==> src/rtl/dmem_arb_pkg.sv <==
// Shared types and defaults for the data-memory arbiter.
// Used by dmem_arbiter and by dmem_arb_stats, which is only instantiated
// when DMEM_ARB_STATS_EN is defined.
package dmem_arb_pkg;

  localparam int ADDR_W_DEF    = 32;
  localparam int DATA_W_DEF    = 32;
  localparam int MAX_BURST_DEF = 4;

  // Which requester currently holds the memory.
  typedef enum logic {
    OWN_CPU = 1'b0,
    OWN_DBG = 1'b1
  } owner_e;

  // One access request at the default widths.
  typedef struct packed {
    logic                  we;
    logic [ADDR_W_DEF-1:0] addr;
    logic [DATA_W_DEF-1:0] wdata;
  } req_t;

  // Increment that sticks at all-ones instead of wrapping.
  function automatic logic [31:0] sat_inc32(input logic [31:0] v);
    return (v == 32'hFFFF_FFFF) ? v : v + 32'd1;
  endfunction

endpackage

==> src/rtl/dmem_arb_stats.sv <==
// Activity counters for the data-memory arbiter.
// Only instantiated by dmem_arbiter when DMEM_ARB_STATS_EN is defined.
// Both counters saturate at 32'hFFFF_FFFF and clear on reset.
module dmem_arb_stats
  import dmem_arb_pkg::*;
(
  input  logic        clk,
  input  logic        reset,
  input  logic        cpu_stall,
  input  logic        dbg_gnt,
  output logic [31:0] cpu_stall_cycles,
  output logic [31:0] dbg_grants
);

  // Count CPU stall cycles and debug accepts, saturating.
  always_ff @(posedge clk) begin
    if (reset) begin
      cpu_stall_cycles <= '0;
      dbg_grants       <= '0;
    end else begin
      if (cpu_stall) cpu_stall_cycles <= sat_inc32(cpu_stall_cycles);
      if (dbg_gnt)   dbg_grants       <= sat_inc32(dbg_grants);
    end
  end

endmodule

==> src/rtl/dmem_arbiter.sv <==
// Data-memory arbiter between the core's Memory stage (CPU) and a
// debug/loader port (DBG). Per-cycle arbitration with bounded-burst
// fairness, same-cycle accept, 1-cycle load return.
// Optional feature: define DMEM_ARB_STATS_EN to add the cpu_stall_cycles
// and dbg_grants counter outputs.
//
// Handshake: a requester raises *_req with *_we/*_addr/*_wdata and holds
// all four unchanged until accepted. The CPU is accepted in any cycle with
// cpu_req=1 and cpu_stall=0; the debug port in any cycle with dbg_gnt=1.
// Accept is combinational in the request cycle. A load's data appears on
// *_rdata with *_rvalid=1 exactly one cycle after its accept; stores give
// no return.
//
// arb_owner / arb_burst_cnt expose the registered arbitration state.
module dmem_arbiter
  import dmem_arb_pkg::*;
#(
  parameter int ADDR_W    = ADDR_W_DEF,
  parameter int DATA_W    = DATA_W_DEF,
  parameter int MAX_BURST = MAX_BURST_DEF
) (
  input  logic                           clk,
  input  logic                           reset,
  // CPU requester
  input  logic                           cpu_req,
  input  logic                           cpu_we,
  input  logic [ADDR_W-1:0]              cpu_addr,
  input  logic [DATA_W-1:0]              cpu_wdata,
  output logic                           cpu_stall,
  output logic [DATA_W-1:0]              cpu_rdata,
  output logic                           cpu_rvalid,
  // Debug requester
  input  logic                           dbg_req,
  input  logic                           dbg_we,
  input  logic [ADDR_W-1:0]              dbg_addr,
  input  logic [DATA_W-1:0]              dbg_wdata,
  output logic                           dbg_gnt,
  output logic [DATA_W-1:0]              dbg_rdata,
  output logic                           dbg_rvalid,
  // Memory side
  output logic                           mem_we,
  output logic [ADDR_W-1:0]              mem_addr,
  output logic [DATA_W-1:0]              mem_wdata,
  input  logic [DATA_W-1:0]              mem_rdata,
  // Arbitration state
  output owner_e                         arb_owner,
  output logic [$clog2(MAX_BURST+1)-1:0] arb_burst_cnt
`ifdef DMEM_ARB_STATS_EN
  ,
  output logic [31:0]                    cpu_stall_cycles,
  output logic [31:0]                    dbg_grants
`endif
);

  localparam int CNT_W = $clog2(MAX_BURST + 1);

  owner_e              owner_q, owner_d;
  logic [CNT_W-1:0]    cnt_q, cnt_d;
  logic                owner_req, other_req, burst_full;
  logic                win_cpu, win_dbg;
  logic                cpu_acc, dbg_acc;
  logic                cpu_load_q, dbg_load_q;
  logic [DATA_W-1:0]   cpu_rdata_q, dbg_rdata_q;

  // Requests seen from the owner's point of view.
  assign owner_req  = (owner_q == OWN_CPU) ? cpu_req : dbg_req;
  assign other_req  = (owner_q == OWN_CPU) ? dbg_req : cpu_req;
  assign burst_full = (cnt_q == CNT_W'(MAX_BURST));

  // Owner / burst state register.
  always_ff @(posedge clk) begin
    if (reset) begin
      owner_q <= OWN_CPU;
      cnt_q   <= '0;
    end else begin
      owner_q <= owner_d;
      cnt_q   <= cnt_d;
    end
  end

  // Pick the winner and the next owner/burst count.
  // burst_cnt only counts grants to the owner while the other side waits;
  // any cycle where the non-owner is not requesting clears it, so there is
  // never fairness debt carried across an uncontended period.
  always_comb begin
    owner_d = owner_q;
    cnt_d   = cnt_q;
    win_cpu = 1'b0;
    win_dbg = 1'b0;
    if (!other_req) begin
      // Owner alone (or nobody): owner keeps the memory, no debt.
      cnt_d = '0;
      if (owner_req) begin
        win_cpu = (owner_q == OWN_CPU);
        win_dbg = (owner_q == OWN_DBG);
      end
    end else if (owner_req && !burst_full) begin
      // Contended and owner still has burst budget. burst_full is false
      // here, so the increment cannot pass MAX_BURST.
      cnt_d   = cnt_q + CNT_W'(1);
      win_cpu = (owner_q == OWN_CPU);
      win_dbg = (owner_q == OWN_DBG);
    end else begin
      // Other side alone, or owner exhausted its burst: hand over.
      owner_d = (owner_q == OWN_CPU) ? OWN_DBG : OWN_CPU;
      cnt_d   = CNT_W'(1);
      win_cpu = (owner_q == OWN_DBG);
      win_dbg = (owner_q == OWN_CPU);
    end
  end

  // No accept is visible while reset is held.
  assign cpu_acc   = win_cpu & ~reset;
  assign dbg_acc   = win_dbg & ~reset;
  assign cpu_stall = cpu_req & ~cpu_acc & ~reset;
  assign dbg_gnt   = dbg_acc;

  // Forward the winner's access to memory; CPU fields when idle.
  always_comb begin
    mem_we    = 1'b0;
    mem_addr  = cpu_addr;
    mem_wdata = cpu_wdata;
    if (cpu_acc) begin
      mem_we = cpu_we;
    end else if (dbg_acc) begin
      mem_we    = dbg_we;
      mem_addr  = dbg_addr;
      mem_wdata = dbg_wdata;
    end
  end

  // Load-return pipe and per-side read-data hold registers.
  always_ff @(posedge clk) begin
    if (reset) begin
      cpu_load_q  <= 1'b0;
      dbg_load_q  <= 1'b0;
      cpu_rdata_q <= '0;
      dbg_rdata_q <= '0;
    end else begin
      cpu_load_q <= cpu_acc & ~cpu_we;
      dbg_load_q <= dbg_acc & ~dbg_we;
      if (cpu_load_q) cpu_rdata_q <= mem_rdata;
      if (dbg_load_q) dbg_rdata_q <= mem_rdata;
    end
  end

  // Memory data is only valid in the return cycle, so pass it straight
  // through then and replay the captured copy afterwards.
  always_comb begin
    cpu_rvalid = cpu_load_q & ~reset;
    dbg_rvalid = dbg_load_q & ~reset;
    cpu_rdata  = cpu_rdata_q;
    dbg_rdata  = dbg_rdata_q;
    if (reset) begin
      cpu_rdata = '0;
      dbg_rdata = '0;
    end else begin
      if (cpu_load_q) cpu_rdata = mem_rdata;
      if (dbg_load_q) dbg_rdata = mem_rdata;
    end
  end

  assign arb_owner     = owner_q;
  assign arb_burst_cnt = cnt_q;

`ifdef DMEM_ARB_STATS_EN
  dmem_arb_stats u_stats (
    .clk              (clk),
    .reset            (reset),
    .cpu_stall        (cpu_stall),
    .dbg_gnt          (dbg_gnt),
    .cpu_stall_cycles (cpu_stall_cycles),
    .dbg_grants       (dbg_grants)
  );
`endif

endmodule

==> config.mk <==
export PLATFORM = sky130hd
export DESIGN_NAME = dmem_arbiter
export DESIGN_NICKNAME = d
export VERILOG_FILES = /design/src/rtl/dmem_arb_pkg.sv /design/src/rtl/dmem_arb_stats.sv /design/src/rtl/dmem_arbiter.sv
export SDC_FILE = /design/constraint.sdc
export NUM_CORES = 1
export LEC_CHECK = 0
export ABC_AREA = 1
export ABC_CLOCK_PERIOD_IN_PS = 4000
export CORE_AREA = 2 2 119 121
export CTS_BUF_LIST = sky130_fd_sc_hd__clkbuf_16
export CTS_CLUSTER_DIAMETER = 80
export CTS_CLUSTER_SIZE = 16
export DETAILED_ROUTE_END_ITERATION = 10
export DIE_AREA = 0 0 121 123
export PLACE_DENSITY = 0.68
export SYNTH_ARGS = -nofsm -noshare
export SYNTH_HDL_FRONTEND = slang
export SYNTH_SLANG_ARGS = --single-unit
export TNS_END_PERCENT = 50
==> constraint.sdc <==
create_clock -name clk -period 4 [get_ports clk]
set_input_delay 0.4 -clock clk [delete_from_list [all_inputs] [get_ports clk]]
set_output_delay 0.4 -clock clk [all_outputs]
set_load 0.01 [all_outputs]
==> impl_metrics.toml, run 1 <==
[status]
outcome = "complete, no violations"

[worst_setup_path]
cp_data_required_time_ns = 3.60
worst_setup_path_end_kind = "primary output"
crit_path_start_kind = "input pin"
cp_cell_sequence = "clkdlybuf4s50_1, nand2_1, nand2_1, inv_1, nand2_2, buf_4, nand3_2, buf_12, nand2_1, nand2_1, clkdlybuf4s50_1"
criticalPathCategory = "input pin to primary output"
cp_slowest_stage_delay_ns = 0.50
worst_path_max_delay_cell = "clkdlybuf4s50_1"
worstPathMaxFanout = 66
crit_top_cell = "nand2_1"
cp.arrival_ns = 2.66

[final_layout]
areaGrowthSynthToFinish_pct = 95.5
nets = 993
diodes = 0
drive_gt1_share_pct = 3.51
seqCellArea_sq_mm = 0.00140
fill_cells = 1339
multi_input_area_sq_mm = 0.00187

[clocking]
cts_setup_buffers = 0
numCtsBuffers = 9
cts_tree = "built"
cts_hold_buf = 0
clockBufferDepth = 2
cts_root_buf = "clkbuf_16"
cts-resized-gates = 0
htreeDepth = 3
clkLatencyLatePin_ns = 0.32
clk_pin_slew_ns = 0.05
cts.sinks = 70

[yosys]
synth_cell_types = 19
syn_area_sq_mm = 0.00355
ys_ff_latch = 70
synth.avg_cell_area_sq_um = 6.48
yosys_warnings = 0
synth.yosys.seq_area_share_pct = 39.5
synth.net_count = 716
syn_inst = 548

[global_route]
grt_max_degree = 91
grt_overflow_total = 0
grt_util_all_layers_pct = 20.5
antenna_found_initial = 0
grt_pass1_wl_microns = 24000
grt_pass1_vias = 4411

[die]
dieArea_sq_mm = 0.0149
num_io_pins = 303
dieHeight_microns = 123
coreArea_sq_mm = 0.0136
dieWidth_microns = 121
rows = 43
start_util_pct = 26.1

[place]
pre_cts_ws_ns = 0.927
hpwl_microns = 11600
gp_congestion = 0.815
port_buffers = 302

[route]
vias_per_cell = 4.63
wl_per_cell_microns = 16.3
ant_nets = 0
routed_wl_microns = 16400
drtIter0Drc = 270
drcViolationCount = 0
num_vias = 4663
first_pass_iters = 4

[pwr]
power_frac_clock_pct = 31.5
p_sw_share_pct = 28.5
seq_power_share_pct = 32.9
vdd_drop_max_uv = 404
switchingPower_uw = 657
internal-power_uw = 1650
power_leakage_uw = 0.00301
comb_power_share_pct = 35.6
p_per_area_mw_per_mm2 = 332

[timing]
drv_slew = 0
finalSetupTns_ns = 0
final.setup_skew_ns = 0.00664
finalCriticalPeriod_ns = 3.06
period_share_pct = 76.5
worstMarginPinSlew_ns = 0.413
fin_ws_ns = 0.941
hold_viol = 0
finalSetupViolations = 0
max_slew_margin_pct = 72.5
fmax_mhz = 327
rsz0062_at_grt = "false"

[hold_path]
hp-class = "flop to flop"

[flow_run]
cap_violations = 0
==> final timing paths <==
check / depth (start not counted) / endpoint / slack (ns) / start
setup / recovery: 11 / mem_addr[26] / 0.94 / cpu_req
hold / removal: 2 / cpu_rdata_q[5] / 0.51 / cpu_rdata_q[5]
setup reg to reg: 8 / dbg_load_q / 2.27 / arb_owner
hold reg to reg: 2 / cpu_rdata_q[5] / 0.51 / cpu_rdata_q[5]
==> cell usage after synthesis <==
master	number	area (sq um)
a21oi_1	3	15.0
buf_1	2	7.51
buf_2	10	50.1
buf_4	5	37.5
buf_6	4	45.0
clkbuf_1	26	97.6
dfxtp_1	70	1400
ha_1	2	25.0
inv_1	10	37.5
inv_2	1	3.75
nand2_1	140	526
nand2_2	2	12.5
nand3_1	3	15.0
nand3_2	2	20.0
nand4_1	65	407
nor2_1	135	507
nor3_1	2	10.0
o21ai_0	65	325
xnor2_1	1	8.76
==> cells in the final DEF (no fill, tap or decap), types with 2 or more instances in the layout <==
master	netlist	routed
clkbuf_16	0	9
nor2_1	135	135
clkdlybuf4s50_1	0	302
inv_1	10	10
nand3_2	2	2
nand3_1	3	3
dfxtp_1	70	70
nor3_1	2	2
a21oi_1	3	3
buf_4	5	9
ha_1	2	2
nand2_1	140	139
buf_12	0	2
nand4_1	65	65
o21ai_0	65	65
clkinv_2	0	2
nand2_2	2	3
==> registers in the layout (all words and copies together) (netlist names) <==
name           flops
arb_burst_cnt      3
arb_owner          1
cpu_load_q         1
cpu_rdata_q       32
dbg_load_q         1
dbg_rdata_q       32
==> critical path: cells and delay by family <==
kind	cells	cell delay, ns
buffers and inverters	5	1.65
AND/OR/NAND/NOR	6	0.56
==> logic make-up after synthesis <==
kind of cell               Yosys count  share of synthesized area, %
adders and majority gates            2                         0.705
AOI/OAI and AO/OA                   68                          9.58
buffers and inverters               58                          7.86
DFF                                 70                          39.5
and+or+nand+nor                    349                          42.1
xor gates and xnor gates             1                         0.247
==> per-layer routing <==
metal / routed length, microns / up-vias / GRT usage (%)
met4: 359 / 0 / 6.47
met5: 0 / - / 0
li1: - / 2360 / -
met1: 7400 / 2063 / 27.4
met2: 7150 / 217 / 32.0
met3: 1500 / 23 / 5.95
==> per-stage QoR <==
stage	utilization [%]	cells	power [uW]	hold slack (ns)	cell area (sq um)
after CTS	51.0	1007	2330	0.520	6940
after detailed placement	49.0	994	1590	0.498	6670
after global placement	49.0	994	1590	0.495	6670
after global routing	51.0	1007	2420	0.542	6940
after floorplan	-	548	1100	0.472	3550
final	51.0	1007	2310	0.512	6940
==> power by group through the flow <==
stage                     combinational, uW  sequential [uW]  clock, uW
final                                   821              758        727
after global routing                    885              762        776
after CTS                               827              758        744
after detailed placement                818              772          0
after global placement                  824              771          0
after floorplan                         327              771          0
==> layout make-up <==
type                    instances  share of cell area [%]
clock buffers                   9                    3.24
inverters                      11                   0.613
multi-input cells             420                    27.0
clock inverters                 4                   0.613
well taps                     180                    3.24
repair buffers                313                    45.1
flip-flops and latches         70                    20.2
Note: power is estimated with default switching activity, not from simulation.
==> run 2: changes to the inputs <==
--- a/config.mk
+++ b/config.mk
@@ -6,7 +6,7 @@
 export NUM_CORES = 1
 export LEC_CHECK = 0
 export ABC_AREA = 1
-export ABC_CLOCK_PERIOD_IN_PS = 4000
+export ABC_CLOCK_PERIOD_IN_PS = 2900
 export CORE_AREA = 2 2 119 121
 export CTS_BUF_LIST = sky130_fd_sc_hd__clkbuf_16
 export CTS_CLUSTER_DIAMETER = 80
==> constraint.sdc (replaced) <==
create_clock -name clk -period 2.9 [get_ports clk]
set_input_delay 0.29 -clock clk [delete_from_list [all_inputs] [get_ports clk]]
set_output_delay 0.29 -clock clk [all_outputs]
set_load 0.01 [all_outputs]
==> impl_metrics.toml, run 2 (same netlist as run 1, synthesis figures left out) <==
[status]
outcome = "complete, no violations"

[clocking]
htreeDepth = 3
clockBufferDepth = 2
cts_hold_buf = 0
numCtsBuffers = 9
cts.sinks = 70
cts_root_buf = "clkbuf_16"
clkLatencyLatePin_ns = 0.32
cts_tree = "built"
clk_pin_slew_ns = 0.05

[timing]
max_slew_margin_pct = 60.0
fin_ws_ns = 0.157
rsz0062_at_grt = "false"
finalSetupViolations = 0
hold_viol = 0
finalCriticalPeriod_ns = 2.74
period_share_pct = 94.6
drv_slew = 0
final.setup_skew_ns = 0.00637
worstMarginPinSlew_ns = 0.600
finalSetupTns_ns = 0
fmax_mhz = 365

[worst_setup_path]
critPathBufInv = 3
cp_top_family = "buffers and inverters"
worst_path_max_delay_cell = "clkdlybuf4s50_1"
crit_path_start_kind = "flop"
cp_slowest_stage_delay_ns = 0.56
worst_setup_path_end_kind = "primary output"
cp_data_required_time_ns = 2.61
criticalPathCategory = "flop to primary output"
cp_cell_sequence = "inv_1, ha_1, nand2_1, nand2_2, nand2_1, nand3_2, nand3_4, clkbuf_16, nand2_1, nand2_1, clkdlybuf4s50_1"
worstPathMaxFanout = 33
crit_top_cell = "nand2_1"
cp.arrival_ns = 2.45

[place]
pre_cts_ws_ns = 0.172
port_buffers = 302
hpwl_microns = 11900
gp_congestion = 0.831

[global_route]
grt_max_degree = 67
grt_util_all_layers_pct = 20.4
grt_pass1_vias = 4391
grt_overflow_total = 0
grt_pass1_wl_microns = 24000
antenna_found_initial = 0

[final_layout]
areaGrowthSynthToFinish_pct = 99.2
fill_cells = 1344
drive_gt1_share_pct = 4.33
layout_common_cells = "clkdlybuf4s50_1 (302), nand2_1 (139), nor2_1 (135)"
nets = 995
multi_input_area_sq_mm = 0.00188
diodes = 0
seqCellArea_sq_mm = 0.00140
final_common_cell = "clkdlybuf4s50_1"

[die]
num_io_pins = 303
coreArea_sq_mm = 0.0136
dieHeight_microns = 123
rows = 43
start_util_pct = 26.1
dieArea_sq_mm = 0.0149
dieWidth_microns = 121

[route]
vias_per_cell = 4.66
wl_per_cell_microns = 16.5
drcViolationCount = 0
ant_nets = 0
routed_wl_microns = 16700
first_pass_iters = 4
drtIter0Drc = 364
num_vias = 4713

[pwr]
p_per_area_mw_per_mm2 = 462
vdd_drop_max_uv = 587
power_leakage_uw = 0.00306

[flow_run]
cap_violations = 0

[hold_path]
hp-class = "flop to flop"
-- run 2: changes by cell type in the layout (fill, tap and decap cells not counted), sizes merged --
cell / before / now
clkbuf: 9 / 11
inv: 11 / 10
clkinvlp: 0 / 2
clkinv: 3 / 5
-- run 2: layer usage --
metal | GRT usage, % | up-vias | wire length, microns | share of wire (%)
li1 | - | 2377 | - | -
met3 | 6.04 | 24 | 1640 | 9.8
met5 | 0 | - | 0 | 0
met4 | 6.54 | 0 | 360 | 2.2
met2 | 32.7 | 225 | 7580 | 45
met1 | 26.4 | 2087 | 7160 | 43
-- run 2: worst paths after layout --
path	to	startpoint	slack, ns	depth (start not counted)
worst max-delay path	mem_addr[8]	arb_burst_cnt[0]	0.16	11
worst min-delay path	cpu_rdata_q[25]	cpu_rdata_q[25]	0.51	2
worst max register to register	dbg_load_q	arb_burst_cnt[0]	1.25	8
worst min register to register	cpu_rdata_q[25]	cpu_rdata_q[25]	0.51	2
-- run 2: layout make-up --
class                           count  area share [%]
Timing Repair Buffer              315            45.7
Multi-Input combinational cell    420            26.6
Inverter                           11           0.601
Clock inverter                      7           0.920
Tap cell                          180            3.18
Sequential cell                    70            19.8
Clock buffer                        9            3.18
-- run 2: worst register-to-register path, stage by stage (launching register included) --
cell,delay [ns]
dfxtp_1,0.35
inv_1,0.07
ha_1,0.19
nand2_1,0.13
nand3_1,0.14
nand3_2,0.17
nand3_4,0.14
clkbuf_16,0.24
nor2_1,0.15
-- run 2: per-stage QoR --
step	instances	total power (uW)	hold slack, ns	utilization [%]	cell area, sq um
detailed placement	994	2210	0.497	49.4	6720
CTS	1010	3290	0.519	51.5	7010
finish	1012	3270	0.514	52.0	7070
floorplan	548	1520	0.362	-	3550
global placement	994	2210	0.494	49.4	6720
global route	1012	3430	0.539	52.0	7070
-- run 2: power breakdown --
group          leakage [uW]  total [uW]  switching (uW)  internal, uW
clock              0.000141        1050             395           658
sequential         0.000572        1040            15.8          1030
combinational       0.00235        1170             542           630
total               0.00306        3270             954          2320
-- run 2: what timing repair did --
item | CTS | global route
endpoints found under the setup margin | 0 | 32
gates resized for setup | 0 | 2
setup buffers | 0 | 0
